[config.mk]
export PLATFORM = sky130hd
export DESIGN_NAME = fetch_unit_flat
export DESIGN_NICKNAME = d
export VERILOG_FILES = /design/src/rtl/rv32_pkg.sv /design/src/rtl/fetch_unit_if.sv /design/src/rtl/fetch_fifo.sv /design/src/rtl/fetch_unit.sv /design/src/flat_wrapper.sv
export SDC_FILE = /design/constraint.sdc
export NUM_CORES = 1
export LEC_CHECK = 0
export ABC_AREA = 1
export ABC_CLOCK_PERIOD_IN_PS = 7200
export CAP_MARGIN = 20
export CORE_MARGIN = 2
export CORE_UTILIZATION = 36
export DETAILED_ROUTE_END_ITERATION = 8
export GPL_TIMING_DRIVEN = 0
export HOLD_SLACK_MARGIN = 0.12
export PLACE_DENSITY_LB_ADDON = 0.15
export SYNTH_ARGS = -nofsm -noshare
export SYNTH_HDL_FRONTEND = slang
export SYNTH_HIERARCHICAL = 1
export SYNTH_SLANG_ARGS = --single-unit
[constraint.sdc]
create_clock -name clk -period 7.2 [get_ports clk]
set_input_delay 2.16 -clock clk [delete_from_list [all_inputs] [get_ports clk]]
set_output_delay 2.16 -clock clk [all_outputs]
set_load 0.05 [all_outputs]
[src/rtl/rv32_pkg.sv]
`default_nettype none
// +----------------------------------------------------------------------+
// | rv32_pkg : RV32I constants and types shared by fetch, decode, immgen   |
// | Revision : 1.0                                                         |
// +----------------------------------------------------------------------+
package rv32_pkg;

  localparam int          XLEN             = 32;
  localparam logic [31:0] NOP_INST         = 32'h0000_0013;
  localparam logic [31:0] DEFAULT_RESET_PC = 32'h0000_0000;

  localparam logic [6:0] OPC_LOAD     = 7'b0000011;
  localparam logic [6:0] OPC_MISC_MEM = 7'b0001111;
  localparam logic [6:0] OPC_OP_IMM   = 7'b0010011;
  localparam logic [6:0] OPC_AUIPC    = 7'b0010111;
  localparam logic [6:0] OPC_STORE    = 7'b0100011;
  localparam logic [6:0] OPC_OP       = 7'b0110011;
  localparam logic [6:0] OPC_LUI      = 7'b0110111;
  localparam logic [6:0] OPC_BRANCH   = 7'b1100011;
  localparam logic [6:0] OPC_JALR     = 7'b1100111;
  localparam logic [6:0] OPC_JAL      = 7'b1101111;
  localparam logic [6:0] OPC_SYSTEM   = 7'b1110011;

  typedef struct packed {
    logic [XLEN-1:0] pc;
    logic [XLEN-1:0] inst;
  } fetch_entry_t;

  function automatic logic [XLEN-1:0] word_align(input logic [XLEN-1:0] a);
    return a & ~XLEN'(3);
  endfunction

endpackage
`default_nettype wire

[src/rtl/fetch_unit_if.sv]
`default_nettype none
// +----------------------------------------------------------------------+
// | fetch_unit_if : imem request/response, redirect and decode handshake   |
// | Revision : 1.0                                                         |
// +----------------------------------------------------------------------+
interface fetch_unit_if;

  logic                       imem_req;
  logic [rv32_pkg::XLEN-1:0]  imem_addr;
  logic                       imem_gnt;
  logic                       imem_rvalid;
  logic [rv32_pkg::XLEN-1:0]  imem_rdata;
  logic                       redirect;
  logic [rv32_pkg::XLEN-1:0]  redirect_pc;
  logic                       inst_valid;
  logic                       inst_ready;
  logic [rv32_pkg::XLEN-1:0]  inst;
  logic [rv32_pkg::XLEN-1:0]  inst_pc;

  modport master (
    output imem_req, imem_addr,
    input  imem_gnt, imem_rvalid, imem_rdata,
    input  redirect, redirect_pc,
    output inst_valid, inst, inst_pc,
    input  inst_ready
  );

  modport slave (
    input  imem_req, imem_addr,
    output imem_gnt, imem_rvalid, imem_rdata,
    output redirect, redirect_pc,
    input  inst_valid, inst, inst_pc,
    output inst_ready
  );

endinterface
`default_nettype wire

[src/rtl/fetch_fifo.sv]
`default_nettype none
// +----------------------------------------------------------------------+
// | fetch_fifo : DEPTH-entry prefetch FIFO of {pc, inst}, head readable    |
// | Revision : 1.0                                                         |
// +----------------------------------------------------------------------+
module fetch_fifo
  import rv32_pkg::*;
#(
  parameter int DEPTH = 4
) (
  input  logic                  clk,
  input  logic                  reset,
  input  logic                  push,
  input  fetch_entry_t          push_data,
  input  logic                  pop,
  input  logic                  flush,
  output fetch_entry_t          head,
  output logic                  full,
  output logic                  empty,
  output logic [$clog2(DEPTH):0] count
);

  localparam int AW = $clog2(DEPTH);
  localparam int CW = AW + 1;

  fetch_entry_t   r_mem [DEPTH];
  logic [AW-1:0]  r_wr_ptr;
  logic [AW-1:0]  r_rd_ptr;
  logic [CW-1:0]  r_count;
  logic           w_pop;

  assign w_pop = pop & (r_count != '0);

  always_ff @(posedge clk or negedge reset) begin
    if (!reset) begin
      r_wr_ptr <= '0;
      r_rd_ptr <= '0;
      r_count  <= '0;
    end else if (flush) begin
      r_wr_ptr <= '0;
      r_rd_ptr <= '0;
      r_count  <= '0;
    end else begin
      if (push)  r_wr_ptr <= r_wr_ptr + AW'(1);
      if (w_pop) r_rd_ptr <= r_rd_ptr + AW'(1);
      r_count <= r_count + CW'(push) - CW'(w_pop);
    end
  end

  // Storage carries no reset; the count alone decides what is valid.
  always_ff @(posedge clk) begin
    if (push && !flush) r_mem[r_wr_ptr] <= push_data;
  end

  assign head  = r_mem[r_rd_ptr];
  assign count = r_count;
  assign empty = (r_count == '0);
  assign full  = (r_count == CW'(DEPTH));

  a_no_overflow: assert property (@(posedge clk) disable iff (!reset)
    !(push && !flush && full && !w_pop));

endmodule
`default_nettype wire

[src/rtl/fetch_unit.sv]
`default_nettype none
// +----------------------------------------------------------------------+
// | fetch_unit : RV32I fetch stage, PC/issue, in-order response tracking   |
// | Revision : 1.0                                                         |
// +----------------------------------------------------------------------+
module fetch_unit
  import rv32_pkg::*;
#(
  parameter logic [31:0] RESET_PC = DEFAULT_RESET_PC,
  parameter int          DEPTH    = 4
) (
  input  logic          clk,
  input  logic          reset,
  fetch_unit_if.master  bus
);

  localparam int CW = $clog2(DEPTH) + 1;

  logic [XLEN-1:0] r_pc;
  logic [XLEN-1:0] r_resp_pc;
  logic [CW-1:0]   r_outstanding;
  logic [CW-1:0]   r_discard;

  logic [CW-1:0]   w_count;
  logic [CW:0]     w_occupancy;
  logic [CW-1:0]   w_outstanding_next;
  logic            w_grant;
  logic            w_push;
  logic            w_pop;
  logic            w_full;
  logic            w_empty;
  fetch_entry_t    w_push_data;
  fetch_entry_t    w_head;

  assign w_occupancy = {1'b0, w_count} + {1'b0, r_outstanding};

  // Never issue during reset or a redirect: the address would be stale.
  assign bus.imem_req  = reset && !bus.redirect && (w_occupancy < (CW+1)'(DEPTH));
  assign bus.imem_addr = r_pc;

  assign w_grant            = bus.imem_req & bus.imem_gnt;
  assign w_outstanding_next = r_outstanding + CW'(w_grant) - CW'(bus.imem_rvalid);

  assign w_push      = bus.imem_rvalid && !bus.redirect && (r_discard == '0);
  assign w_push_data = '{pc: r_resp_pc, inst: bus.imem_rdata};
  assign w_pop       = bus.inst_valid & bus.inst_ready;

  always_ff @(posedge clk or negedge reset) begin
    if (!reset) begin
      r_pc          <= RESET_PC;
      r_resp_pc     <= RESET_PC;
      r_outstanding <= '0;
      r_discard     <= '0;
    end else begin
      r_outstanding <= w_outstanding_next;
      if (bus.redirect) begin
        r_pc      <= word_align(bus.redirect_pc);
        r_resp_pc <= word_align(bus.redirect_pc);
        r_discard <= w_outstanding_next;
      end else begin
        if (w_grant) r_pc <= r_pc + XLEN'(4);
        if (bus.imem_rvalid) begin
          if (r_discard != '0) r_discard <= r_discard - CW'(1);
          else                 r_resp_pc <= r_resp_pc + XLEN'(4);
        end
      end
    end
  end

  fetch_fifo #(
    .DEPTH (DEPTH)
  ) u_fifo (
    .clk       (clk),
    .reset     (reset),
    .push      (w_push),
    .push_data (w_push_data),
    .pop       (w_pop),
    .flush     (bus.redirect),
    .head      (w_head),
    .full      (w_full),
    .empty     (w_empty),
    .count     (w_count)
  );

  assign bus.inst_valid = !w_empty;
  assign bus.inst       = w_empty ? NOP_INST : w_head.inst;
  assign bus.inst_pc    = w_empty ? RESET_PC : w_head.pc;

  a_rvalid_tracked: assert property (@(posedge clk) disable iff (!reset)
    bus.imem_rvalid |-> (r_outstanding != '0));

  a_occupancy: assert property (@(posedge clk) disable iff (!reset)
    w_occupancy <= (CW+1)'(DEPTH));

  a_push_room: assert property (@(posedge clk) disable iff (!reset)
    (w_push && w_full) |-> w_pop);

endmodule
`default_nettype wire

[src/flat_wrapper.sv]
// flat-port wrapper written by rule: the top's interface ports become plain ports
module fetch_unit_flat import rv32_pkg::*;
#(
  parameter logic [31:0] RESET_PC = DEFAULT_RESET_PC,
  parameter int          DEPTH    = 4
)
  (clk, reset, bus_imem_req, bus_imem_addr, bus_imem_gnt, bus_imem_rvalid, bus_imem_rdata, bus_redirect, bus_redirect_pc, bus_inst_valid, bus_inst, bus_inst_pc, bus_inst_ready);
  fetch_unit_if bus_i ();
  input  logic clk;
  input  logic reset;
  output wire logic [$bits(bus_i.imem_req)-1:0] bus_imem_req;
  output wire logic [$bits(bus_i.imem_addr)-1:0] bus_imem_addr;
  input wire logic [$bits(bus_i.imem_gnt)-1:0] bus_imem_gnt;
  input wire logic [$bits(bus_i.imem_rvalid)-1:0] bus_imem_rvalid;
  input wire logic [$bits(bus_i.imem_rdata)-1:0] bus_imem_rdata;
  input wire logic [$bits(bus_i.redirect)-1:0] bus_redirect;
  input wire logic [$bits(bus_i.redirect_pc)-1:0] bus_redirect_pc;
  output wire logic [$bits(bus_i.inst_valid)-1:0] bus_inst_valid;
  output wire logic [$bits(bus_i.inst)-1:0] bus_inst;
  output wire logic [$bits(bus_i.inst_pc)-1:0] bus_inst_pc;
  input wire logic [$bits(bus_i.inst_ready)-1:0] bus_inst_ready;
  assign bus_imem_req = bus_i.imem_req;
  assign bus_imem_addr = bus_i.imem_addr;
  assign bus_i.imem_gnt = bus_imem_gnt;
  assign bus_i.imem_rvalid = bus_imem_rvalid;
  assign bus_i.imem_rdata = bus_imem_rdata;
  assign bus_i.redirect = bus_redirect;
  assign bus_i.redirect_pc = bus_redirect_pc;
  assign bus_inst_valid = bus_i.inst_valid;
  assign bus_inst = bus_i.inst;
  assign bus_inst_pc = bus_i.inst_pc;
  assign bus_i.inst_ready = bus_inst_ready;
  fetch_unit #(.RESET_PC(RESET_PC), .DEPTH(DEPTH)) u_core (.clk(clk), .reset(reset), .bus(bus_i));
endmodule
* Word-level counts from Yosys, hierarchy flattened
Memory sizes are Yosys's and may differ from the RTL's.
Cells that the tools add are included.
** Word-level totals
- Output and inout port bits :: 98
- Register bits after elaboration :: 77
- Memories kept :: 1
- Word-level logic and storage cells :: 58
- Input bits :: 70
- Memory bits (writable) :: 256
** Cells by class
- Magnitude comparators :: 1
- Multiplexer cells :: 17
- Equal/unequal tests :: 1
- Add/subtract/negate cells :: 10
- Reduce and logical (&&, ||, !) cells :: 18
- Bitwise logic cells :: 3
** Memory list
- u_core.u_fifo.r_mem :: depth 4, bits a word 64, rd ports 1, clocked after Yosys merged registers in 0, write ports 1, RTL line fetch_fifo.sv:26 : fetch_entry_t r_mem [DEPTH];
** Operator list (count)
- 2-to-1 mux 32 bit :: 7
- adder 32 x 3 -> 32 bit (second input constant) :: 2
- 2-to-1 mux 3 bit :: 4
- nonzero test 2 bit :: 5
- 2-to-1 mux 2 bit :: 4
- adder 3 x 1 -> 3 bit :: 2
- zero test 3 bit :: 2
- nonzero test 3 bit :: 2
- subtractor 3 x 1 -> 3 bit :: 2
- logical AND 1 bit :: 5
- adder 2 x 1 -> 2 bit (second input constant) :: 2
- adder 3 x 3 -> 4 bit :: 1
- < comparator 4 x 3 -> 1 bit (second input constant) :: 1
- AND reduction 2 bit :: 2
- bitwise AND 1 bit :: 3
- subtractor 3 x 1 -> 3 bit (second input constant) :: 1
- zero test 1 bit :: 2
- 2-to-1 mux 1 bit :: 2
- inequality test 2 bit (second input constant) :: 1

* Longest topological paths before layout
- Depth after elaboration :: 7
- Gate-level depth with buffers :: 15

* Cells and area by module
Netlist, hierarchy kept.
** Modules (own cells, without submodules)
- fetch_fifo :: area an instance 10040.9 um2, times used 1, cells each 679, seq. area each 7862.5 um2
- fetch_unit :: area an instance 5078.6 um2, times used 1, cells each 807, seq. area each 1651.6 um2

* Worst setup path after synthesis
OpenSTA, ideal clock, no wires.
- Path type :: in2reg
- Start :: input port bus_imem_rvalid
- End :: memory u_core/u_fifo/r_mem[0][0] (netlist bit), enable pin
- Path buffers :: 1
- Setup time :: 0.486 ns
- Setup slack :: 1.302 ns
- Stages on the path :: 5
- Data arrival time :: 5.412 ns
- Required time :: 6.714 ns
- Cells stage by stage :: nand2_2 -> nor2_4 -> buf_2 -> nand2_1 -> nor2_1
** Between the ends
- Word-level cells in the longest chain between the ends :: 5
** RTL lines
- from (decl) :: RTL line flat_wrapper.sv:14 : input wire logic [$bits(bus_i.imem_rvalid)-1:0] bus_imem_rvalid;
- logical AND 1 bit (2 in series) :: RTL line fetch_unit.sv:44 : assign w_push = bus.imem_rvalid && !bus.redirect && (r_discard == '0);
- via u_core.w_push :: RTL line fetch_unit.sv:28 : logic w_push;
- logical AND 1 bit :: RTL line fetch_fifo.sv:52 : if (push && !flush) r_mem[r_wr_ptr] <= push_data;
- 2-to-1 mux 1 bit :: RTL line fetch_fifo.sv:52
- 2-to-1 mux 1 bit (not written as such) :: RTL line fetch_fifo.sv:52
- to (decl) :: RTL line fetch_fifo.sv:26
The timed path passes the listed nets, and every way through them passes these cells.

* Worst setup path after layout
- Start :: input port bus_redirect
- End :: output port bus_imem_req
** Between the ends
- Word-level cells in the longest chain between the ends :: 3
** RTL lines
- from (decl) :: RTL line flat_wrapper.sv:16 : input wire logic [$bits(bus_i.redirect)-1:0] bus_redirect;
- zero test 1 bit :: RTL line fetch_unit.sv:38 : assign bus.imem_req = reset && !bus.redirect && (w_occupancy < (CW+1)'(DEPTH));
- logical AND 1 bit (2 in series) :: RTL line fetch_unit.sv:38
- to (decl) :: RTL line flat_wrapper.sv:11 : output wire logic [$bits(bus_i.imem_req)-1:0] bus_imem_req;
Every way passes these cells.

==> flow_metrics.tcl <==
set metrics [dict create \
    drcViolationCount 0 \
    irDropWorstVdd_mv 0.1578 \
    overflow 0 \
    viasPerCell 4.902 \
    slowest_stage "clkdlybuf4s50_1" \
    finalHoldViolCount 0 \
    root_buffer "clkbuf_16" \
    cp_max_fo 9 \
    post-route-min-period_ns 6.275 \
    critical-path-max-stage-delay_ns 0.82 \
    rrSetupSlack_ns 3.82 \
    clock-sinks 329 \
    ant_nets 0 \
    cts.clk_slew.worst_paths_ns 0.06 \
    slew-limit-headroom 0.4249 \
    drt_iter0_drc 698 \
    hpwlAfterDp_mm 28.19 \
    rsz0062_at_grt "no" \
    dp_cells 2206 \
    dr.pass1.iters 6 \
    grt_use_total 0.1859 \
    numCtsBuffers 37 \
    r2r_end "u_core/u_fifo/r_mem[3][22]$_DFFE_PP_" \
    syn_area_per_cell_um2 10.18 \
    p_leak_nw 7.241 \
    die_y_um 208.9 \
    cp_cell_sequence "clkdlybuf4s50_1 -> nor2_1 -> nand2_1 -> nor2_4 -> clkdlybuf4s50_1" \
    power_density_nw_per_um2 266.9 \
    reg2reg_depth 11 \
    fin_skew_ns 0.01607 \
    row_count 75 \
    status "completed" \
    wl_per_cell_um 17.92 \
    maxCapViolCount 0 \
    whs_ns 0.5299 \
    port_buffers 163 \
    ff_latch_area_um2 9514 \
    grt_pass1_wl_mm 62.54 \
    drive_above_1_share 0.09007 \
    maxSlewViolCount 0 \
    fmax_mhz 159.4 \
    core_area_um2 41670 \
    nFillCells 3947 \
    required_ns 5.04 \
    postSynthCellCount 1485 \
    die_area_um2 43640 \
    clk_latency_ns 0.52 \
    worst_pin_slew_ns 0.8607 \
    cts_tree "built" \
    grt_max_degree 58 \
    crit_start "bus_redirect" \
    post_cts_buffers 0 \
    htreeDepth 2 \
    grt_pass1_vias 10980 \
    critPathKind "in2out" \
    yosysWarnings 6 \
    num-nets-final 1792 \
    setup_viol 0 \
    start_util 0.3628 \
    fin_cells 2271 \
    route.vias.total 11133 \
    min_period_over_period 0.8715 \
    cts-resized-gates 0 \
    end_kind "primary output" \
    min_from "u_core/r_outstanding[1]$_DFF_PN0_" \
    die_x_um 208.9 \
    r2r-start "u_core/r_discard[0]$_DFFE_PN0P_" \
    start_kind "input port" \
    hold_path_end "u_core/r_outstanding[2]$_DFF_PN0_" \
    cpMostUsedCell "clkdlybuf4s50_1" \
    cts_max_path_buffers 3 \
    gp_congestion 0.8150 \
    ios 168 \
    multi_input_area_um2 4623 \
    antennaDiodeCount 0 \
    areaGrowthSynthToFinish_pct 24.74 \
    postCtsHoldBufs 0 \
    worstHoldPathCells 1 \
    worst_hold_path_type "reg2reg" \
    totalWireLength_mm 40.70 \
    cp.arrival_ns 4.11 \
    antenna_found_initial 0 \
    netlist_area_um2 15110 \
]
-- final cells by class --
| class | count | area share |
|---|---|---|
| Clock inverter | 14 | 0.004844 |
| Tap cell | 539 | 0.03577 |
| Sequential cell | 329 | 0.5046 |
| Buffer | 62 | 0.02031 |
| Clock buffer | 51 | 0.05574 |
| Inverter | 174 | 0.03491 |
| Multi-Input combinational cell | 929 | 0.2452 |
| Timing Repair Buffer | 173 | 0.09861 |
-- per-layer routing --
layer  global-route usage  vias to the layer above  part of all wire
li1                     -                     5446                 -
met4              0.05542                        0             0.026
met3              0.03231                       72             0.056
met1               0.2489                     5273              0.45
met2               0.3101                      342              0.47
met5                    0                        -                 0
-- registers in the layout (all words and copies together) (netlist names) --
name / flops
u_core/u_fifo/count: 3
u_core/r_discard: 3
u_core/u_fifo/r_mem: 256
u_core/u_fifo/r_rd_ptr: 2
u_core/r_resp_pc: 30
u_core/u_fifo/r_wr_ptr: 2
u_core/bus.imem_addr: 30
u_core/r_outstanding: 3
-- layout by cell type, fill, tap and decap left out, types with 3 or more instances in the layout --
cell,n
a21oi_1,13
buf_12,6
buf_16,4
buf_2,18
buf_4,6
buf_6,13
clkbuf_1,34
clkbuf_16,39
clkbuf_8,3
clkdlybuf4s50_1,162
clkinv_1,10
conb_1,10
dfrtp_1,73
edfxtp_1,256
ha_1,14
inv_1,167
inv_2,4
nand2_1,226
nand2_2,5
nand3_1,59
nand4_1,10
nor2_1,254
nor2_2,19
nor2_4,11
nor3_1,8
o211ai_1,12
o21ai_0,118
o21ai_1,52
o21bai_1,7
o221ai_1,3
o22ai_1,54
o22ai_2,10
or2_2,6
xnor2_1,5
xor2_1,21
-- worst max-delay path by stage --
stage / cells past startpoint / to / slack, ns
after CTS: 5 / bus_imem_req / 0.85
after global routing: 5 / bus_imem_req / 0.79
final: 5 / bus_imem_req / 0.93
after detailed placement: 5 / bus_imem_req / 0.87
after global placement: 5 / u_core/u_fifo/r_mem[3][6]$_DFFE_PP_ / -2.27
after floorplan: 5 / u_core/u_fifo/r_mem[0][0]$_DFFE_PP_ / 1.30
-- power by group --
part	total, W	switching (W)	internal, W	leakage, nW
registers	0.00231	0.000133	0.00217	3.21
clock network	0.00178	0.000724	0.00105	0.558
logic	0.000948	0.000632	0.000317	3.48
total	0.00503	0.00149	0.00354	7.24
-- per-stage QoR --
| stage | setup WS, ns | TNS [ns] | total power [W] | cell area [um2] | utilization |
|---|---|---|---|---|---|
| after detailed placement | 0.8718 | 0 | 0.003296 | 17710 | 0.4251 |
| after global placement | -2.265 | -539.81 | 0.003282 | 17450 | 0.4189 |
| final | 0.9252 | 0 | 0.005032 | 18850 | 0.4525 |
| after floorplan | 1.302 | 0 | 0.002919 | 15150 | - |
| after global routing | 0.7908 | 0 | 0.005248 | 18850 | 0.4525 |
| after CTS | 0.8503 | 0 | 0.005087 | 18850 | 0.4525 |
-- critical path, delay by kind of cell --
family | cells | cell delay (ns)
buffers and inverters | 2 | 1.51
AND/OR/NAND/NOR | 3 | 0.45
Note: power is estimated with default switching activity, not from simulation.
